File: src/rtl/serializer_arbiter.sv
// Round-robin arbiter that feeds one parallel word at a time into a shared
// shift serializer and tags the resulting beat stream with the owner's ID.
`ifndef SHIFT_FROM
`define SHIFT_FROM 32
`endif
`ifndef SHIFT_TO
`define SHIFT_TO 8
`endif

module serializer_arbiter_slot #(
  parameter int FROM = 32
) (
  input  logic            sel,
  input  logic            accept,
  input  logic [FROM-1:0] data,
  output logic            ready,
  output logic [FROM-1:0] data_sel
);
  assign ready    = sel & accept;
  assign data_sel = sel ? data : '0;
endmodule

module serializer_arbiter #(
  parameter int N_REQ = 4,
  parameter int LOG2N = 2,
  parameter int FROM  = `SHIFT_FROM,
  parameter int TO    = `SHIFT_TO
) (
  input  logic                  clk,
  input  logic                  reset,
  input  logic [N_REQ*FROM-1:0] req_data_i,
  input  logic [N_REQ-1:0]      req_valid_i,
  output logic [N_REQ-1:0]      req_ready_o,
  output logic [FROM-1:0]       ser_data_o,
  output logic                  ser_valid_o,
  input  logic                  ser_ready_i,
  input  logic                  ser_sval_i,
  output logic [LOG2N-1:0]      stream_id_o,
  output logic                  stream_id_valid_o,
  output logic                  busy_o,
  output logic                  err_o
);

  if (TO < 1 || FROM % TO != 0) begin : g_bad_width
    $error("serializer_arbiter: FROM must be a positive multiple of TO");
  end

  typedef enum logic [1:0] {IDLE, ISSUE, DRAIN} state_t;

  state_t                        state, state_nxt;
  logic [LOG2N-1:0]              rr_ptr, grant, grant_nxt;
  logic                          first_drain;
  logic                          any_req, accept, issuing, set_err;
  logic [N_REQ-1:0][FROM-1:0]    req_words;
  logic [N_REQ-1:0][FROM-1:0]    slot_data;

  assign req_words = req_data_i;

  // First valid requester strictly after rr_ptr, wrapping.
  always_comb begin : rr_search
    int               idx;
    logic [LOG2N-1:0] cand;
    grant_nxt = grant;
    any_req   = 1'b0;
    for (int i = 1; i <= N_REQ; i++) begin
      idx = int'(rr_ptr) + i;
      if (idx >= N_REQ) idx = idx - N_REQ;
      cand = LOG2N'(idx);
      if (!any_req && req_valid_i[cand]) begin
        any_req   = 1'b1;
        grant_nxt = cand;
      end
    end
  end

  always_comb begin
    state_nxt   = state;
    accept      = 1'b0;
    issuing     = 1'b0;
    set_err     = 1'b0;
    ser_valid_o = 1'b0;
    case (state)
      IDLE: if (any_req) state_nxt = ISSUE;
      ISSUE: begin
        issuing = 1'b1;
        // A withdrawn word is never offered, so the serializer cannot load it.
        if (!req_valid_i[grant]) begin
          set_err   = 1'b1;
          state_nxt = IDLE;
        end else begin
          ser_valid_o = 1'b1;
          // ready with sval high is the last-shift cycle: no load happens there.
          if (ser_ready_i && !ser_sval_i) begin
            accept    = 1'b1;
            state_nxt = DRAIN;
          end
        end
      end
      DRAIN: if (!ser_sval_i) begin
        state_nxt = IDLE;
        set_err   = first_drain;
      end
      default: state_nxt = IDLE;
    endcase
  end

  for (genvar r = 0; r < N_REQ; r++) begin : g_slot
    serializer_arbiter_slot #(.FROM(FROM)) u_slot (
      .sel      (issuing && (grant == LOG2N'(r))),
      .accept   (accept),
      .data     (req_words[r]),
      .ready    (req_ready_o[r]),
      .data_sel (slot_data[r])
    );
  end

  always_comb begin
    ser_data_o = '0;
    for (int r = 0; r < N_REQ; r++) ser_data_o = ser_data_o | slot_data[r];
  end

  always_ff @(posedge clk or negedge reset) begin
    if (!reset) begin
      state       <= IDLE;
      rr_ptr      <= LOG2N'(N_REQ - 1);
      grant       <= '0;
      stream_id_o <= '0;
      first_drain <= 1'b0;
      err_o       <= 1'b0;
    end else begin
      state       <= state_nxt;
      first_drain <= accept;
      if (state == IDLE && any_req) grant <= grant_nxt;
      if (accept) begin
        stream_id_o <= grant;
        rr_ptr      <= grant;
      end
      if (set_err) err_o <= 1'b1;
    end
  end

  assign stream_id_valid_o = (state == DRAIN) && ser_sval_i;
  assign busy_o            = (state != IDLE);

endmodule
File: config.mk
export PLATFORM = sky130hd
export DESIGN_NAME = serializer_arbiter
export DESIGN_NICKNAME = d
export VERILOG_FILES = /design/src/rtl/serializer_arbiter.sv
export SDC_FILE = /design/constraint.sdc
export NUM_CORES = 1
export LEC_CHECK = 0
export ABC_CLOCK_PERIOD_IN_PS = 5700
export BUFFER_PORTS_ARGS = -buffer_cell sky130_fd_sc_hd__buf_2
export CAP_MARGIN = 20
export CORE_MARGIN = 10
export CORE_UTILIZATION = 34
export DETAILED_ROUTE_END_ITERATION = 7
export PLACE_DENSITY = 0.82
export SYNTH_ARGS = -nofsm -noshare
export SYNTH_HDL_FRONTEND = slang
export SYNTH_SLANG_ARGS = --single-unit
File: constraint.sdc
create_clock -name clk -period 5.7 [get_ports clk]
set_input_delay 0.57 -clock clk [delete_from_list [all_inputs] [get_ports clk]]
set_output_delay 0.57 -clock clk [all_outputs]
set_load 0.02 [all_outputs]
==> reports/results.ini, run 1 <==
[die]
start_util_pct = 35.86
fp.dieArea_um2 = 6862
core_um2 = 3744
io_pins = 178
die_h_um = 82.84
die_w_um = 82.84
rows = 22

[layout]
num_antenna_cells = 0
fillers = 342
area_growth_pct = 69.99
final_core_util_pct = 60.96
final_cell_count_no_fill = 389
final_nets = 481
drive_gt1_share_pct = 57.48

[drt]
viasPerCell = 5.416
wire_per_inst_um = 19.94
totalWireLength_um = 7758
drtIter0Drc = 169
num_vias = 2107
drc = 0
dr.pass1.iters = 4
drtAntennaViolNets = 0

[yosys]
syn_nets = 316
syn_inst = 177
synth-seq-cells = 10
syn_avg_cell_area_um2 = 7.585
yosysTopAreaCellShare_pct = 26.84
synth_async_sr_flop_share_pct = 100.0
synth_commonest_cells = 48 x a22oi_1, 29 x nand2_1, 11 x clkbuf_1
yosysMostFrequentCell = a22oi_1
synthesis.area_um2 = 1343
ys.flop_type = dfrtp_1
synth_cell_type_count = 33
yosysTopAreaCell = a22oi_1
seq_area_frac_synth_pct = 18.83
yosys_warnings = 0
synthTopCellsByArea = a22oi_1 27%, dfrtp_1 15%, nand2_1 8.1%, a221o_1 6.0%, a22o_1 5.2%
synth_edf_count = 0

[timing]
finalSetupTns_ps = 0
finalClockSkew_ps = 6.563
fmax_ghz = 0.3491
period_share_pct = 50.25
setup_viol = 0
slew_viol_final = 0
min_period_ps = 2864
relSlewSlack_pct = 56.63
hold_viol = 0
rsz0062_at_grt = no
fin_ws_ps = 2836
worst_pin_slew_ps = 650.5

[cts]
clkSinkCount = 10
tritoncts = done
cts_setup_buffers = 0
post_cts_resize_count = 0
clock-root-buffer = clkbuf_8
hold_buffers = 0
clock_latency_ps = 240
htreeDepth = 1
clockBufferDepth = 2
cts-buffers-inserted = 3
path_clk_slew_ps = 50

[setup_path]
critPathCaptureType = primary output
criticalPathCategory = register to primary output
cp_data_required_time_ps = 5130
cp-start-kind = register
worstPathArrival_ps = 2290
crit_fanout = 22
rrSetupSlack_ps = 3740
worstRegToRegCells = 4
r2r_end = stream_id_o[1]
reg2reg_from = grant[0]

[place]
dp.final_hpwl_um = 6666
pre_cts_ws_ps = 3097
routabilityCongestion = 0.9212
io_buffers = 177
dp_cells = 385

[global_routing]
antenna_found_initial = 0
grt_max_degree = 31
gr-usage-all-layers_pct = 20.31
grt_pass1_vias = 2101
grt_pass1_wl_um = 11740
overflow = 0

[pwr]
max-vdd-ir-drop_v = 0.0002346
p_total_mw = 1.055
powerDensity_nw_per_um2 = 462.3
leakage_nw = 1.345

[outcome]
outcome = finished clean

[run]
drv_cap = 0

[min_path]
min_path_type = primary input to async pin

## worst max path at each step
stage / endpoint / slack, ps / startpoint / cells after the start
after floorplan: ser_data_o[22] / 3370 / state[0] / 7
after global placement: ser_data_o[26] / 2850 / state[1] / 7
after detailed placement: ser_data_o[30] / 3100 / state[0] / 7
after CTS: ser_data_o[18] / 2830 / state[0] / 7
after global routing: ser_data_o[18] / 2700 / state[1] / 8
final: ser_data_o[18] / 2840 / state[0] / 7
## stage by stage
stage          instance area, um^2  hold WS [ps]
3_5_place_dp                  2237         447.0
3_3_place_gp                  2210         441.2
5_1_grt                       2282         199.6
4_1_cts                       2282         189.8
6_report                      2282         186.2
2_1_floorplan                 1343         274.4
## state kept, by name (all words and copies together), names as in the netlist
name         flops
rr_ptr           2
state            2
err_o            1
first_drain      1
stream_id_o      2
grant            2
## cell families after synthesis
kind of cell	synth area share, %
compound gates	45.39
simple gates	15.75
buf+inv	10.44
flops	18.83
mux	6.150
fa+ha+maj	2.796
xor+xnor	0.6525
## routing by layer
metal,GRT usage (%),up-vias,wire length [um]
met2,36.03,110,4066
met5,0,-,0
met4,2.923,0,84
li1,-,1009,-
met3,5.469,8,553
met1,24.06,980,3054
## layout make-up
class / instances / area [um^2] / area share [%]
tap: 48 / 60.06 / 2.632
clock buffer: 4 / 45.04 / 1.974
multi-input combinational: 137 / 954.7 / 41.83
timing repair buffer: 181 / 935.9 / 41.01
sequential: 10 / 252.7 / 11.07
inverter: 9 / 33.78 / 1.480
## critical path: stages, from the launching register on
cell	delay, ps
dfrtp_1	410
ha_1	250
nor2b_1	150
and2_1	350
buf_16	250
a22o_1	230
a221o_1	260
buf_2	160
## cells in the final DEF, fill, tap and decap left out
master       n
o22ai_1      2
a22oi_1     48
a221o_1      8
mux4_2       1
and2_1       2
nor3_1       1
clkbuf_8     3
o21ai_0      5
a211oi_2     1
nor2b_2      1
nor2b_1      2
o221ai_1     1
nand2_2      1
buf_16       1
inv_1        9
mux2_4       1
dfstp_2      2
a21oi_1      3
or4_1        1
dfrtp_1      8
buf_4        3
clkbuf_1     1
a41oi_1      1
ha_1         3
nor2_2       1
nor2_1       5
xnor2_1      1
buf_2      177
nand2_1     29
o211ai_1     1
a22o_1       8
and3_1       4
mux2_2       4
a2bb2oi_1    1
nand3_1      1
## where the power goes
group	internal [mW]	leakage, nW	switching, mW
Combinational	0.328	1.21	0.512
Clock	0.0491	0.0228	0.0292
Sequential	0.103	0.116	0.0336
Total	0.480	1.35	0.575
Power figures use the tool's default switching activity.
==> inputs of run 2 (changes only) <==
ABC_AREA = 1   (was not set)
ABC_CLOCK_PERIOD_IN_PS = 3000   (was 5700)
CORE_UTILIZATION = 36   (was 34)
PLACE_DENSITY = 0.79   (was 0.82)
clock period = 3 ns   (was 5.7 ns; I/O delays follow)
==> reports/results.ini, run 2 <==
[outcome]
outcome = finished clean

[drt]
totalWireLength_um = 8319
drtAntennaViolNets = 0
wire_per_inst_um = 15.88
drc = 0
viasPerCell = 4.916
drtIter0Drc = 140
num_vias = 2576
dr.pass1.iters = 5

[cts]
path_clk_slew_ps = 50
clock_latency_ps = 240
clkSinkCount = 10
tritoncts = done
post_cts_resize_count = 0
cts-buffers-inserted = 3
clockBufferDepth = 2
clock-root-buffer = clkbuf_8
htreeDepth = 1

[pwr]
powerDensity_nw_per_um2 = 925.6
leakage_nw = 1.544
max-vdd-ir-drop_v = 0.0005582
p_total_mw = 2.423

[place]
dp.final_hpwl_um = 7098
io_buffers = 177
pre_cts_ws_ps = 761.1
dp_cells = 519
routabilityCongestion = 0.9272

[layout]
final_nets = 612
regArea_um2 = 252.7
fillers = 451
multiInputGateArea_um2 = 1254
num_antenna_cells = 0
final_cell_count_no_fill = 524
layout_commonest_cell = buf_2
final_cell_mix = 177 x buf_2, 163 x nand2_1, 25 x nand3_1
drive_gt1_share_pct = 45.76
area_growth_pct = 55.89

[yosys]
synth_async_sr_flop_share_pct = 100.0
ys.flop_type = dfrtp_1
synth_commonest_cells = 163 x nand2_1, 25 x nand3_1, 21 x nand4_1
seq_area_frac_synth_pct = 15.05
synthTopCellsByArea = nand2_1 36%, dfrtp_1 12%, nand4_1 7.8%, nand3_1 7.5%, a22oi_1 5.4%
synth_cell_type_count = 25
syn_inst = 305
syn_avg_cell_area_um2 = 5.505
syn_nets = 444
yosysTopAreaCellShare_pct = 36.44
yosys_warnings = 0
synthesis.area_um2 = 1679
yosysTopAreaCell = nand2_1
yosysMostFrequentCell = nand2_1
synth-seq-cells = 10
synth_edf_count = 0

[timing]
min_period_ps = 2509
hold_slack_ps = 390.7
slew_viol_final = 0
fin_ws_ps = 490.8
finalClockSkew_ps = 8.108
period_share_pct = 83.64
fmax_ghz = 0.3985
rsz0062_at_grt = no
finalSetupTns_ps = 0
relSlewSlack_pct = 64.27
hold_viol = 0
setup_viol = 0
worst_pin_slew_ps = 534.2

[die]
die_w_um = 88.30
fp.dieArea_um2 = 7796
core_um2 = 4444
start_util_pct = 37.78
io_pins = 178
die_h_um = 88.30
rows = 24

[setup_path]
crit_fanout = 19
slowest_delay_ps = 440
slowest_stage = nor3_4
critPathCaptureType = primary output
cp-start-kind = register
criticalPathCategory = register to primary output
cp_data_required_time_ps = 2700
worstPathArrival_ps = 2210
path_cells = inv_1, ha_1, inv_2, nor3_4, buf_4, nand2_1, nand4_1, buf_2
cp.buffers_inverters = 4
critical-path-top-delay-family = buffers and inverters

[global_routing]
gr-usage-all-layers_pct = 18.65
grt_pass1_wl_um = 11820
antenna_found_initial = 0
grt_max_degree = 33
grt_pass1_vias = 2270
overflow = 0

[run]
drv_cap = 0

[min_path]
min_path_type = primary input to register

## run 2: changes by cell type after synthesis, moves of 4 or more
cell	change
mux2_2	-4
clkbuf_1	-11
a221o_1	-8
nand2_1	+134
inv_1	+4
and3_1	-4
a22oi_1	-36
nand4_1	+21
inv_2	+7
nand2_2	+10
buf_2	+8
nand3_1	+24
a22o_1	-8
## run 2: metrics by stage
| step | utilization [%] | cell area, um^2 |
|---|---|---|
| global route | 58.90 | 2618 |
| finish | 58.90 | 2618 |
| global placement | 57.66 | 2562 |
| detailed placement | 57.66 | 2562 |
| CTS | 58.90 | 2618 |
| floorplan | - | 1679 |
## run 2: kinds of logic after synthesis
kind of cell,Yosys count,synth area share [%]
simple gates,235,63.79
buf+inv,39,11.40
compound gates,18,7.526
flops,10,15.05
fa+ha+maj,3,2.236
## run 2: cell type report
| type | count | area share (%) |
|---|---|---|
| tap | 52 | 2.486 |
| clock buffer | 4 | 1.721 |
| timing repair buffer | 182 | 35.37 |
| inverter | 20 | 2.868 |
| multi-input combinational | 256 | 47.90 |
| sequential | 10 | 9.656 |
## run 2: worst reg2reg max path, delay by kind of cell, from the launching register on
family	cells	cell delay, ps
buf+inv	2	200
simple gates	9	820
flops	1	650
## run 2: worst paths after layout
check	startpoint	to	slack, ps	depth (start not counted)
min in group asynchronous	reset	first_drain	440	2
max reg2reg	rr_ptr[0]	grant[0]	1220	11
min	ser_ready_i	first_drain	390	3
max	state[1]	ser_data_o[20]	490	8
min reg2reg	err_o	err_o	460	1
max in group asynchronous	reset	rr_ptr[0]	2300	2
## run 2: power by group
group	leakage, nW	switching (mW)	internal [mW]
Combinational	1.40	1.34	0.657
Clock	0.0228	0.0505	0.0928
Sequential	0.119	0.0862	0.199
## run 2: layer usage
layer | share of wire [%] | vias to the layer above | global-route usage [%]
met5 | 0 | - | 0
met4 | 2.2 | 0 | 4.699
met3 | 9.6 | 15 | 3.676
met2 | 51 | 121 | 33.89
met1 | 37 | 1119 | 21.77
li1 | - | 1321 | -
## run 2: repair_timing
action,in CTS,in global routing
hold buffers,1,0
setup buffers,0,0
endpoints found under the hold margin,8,0
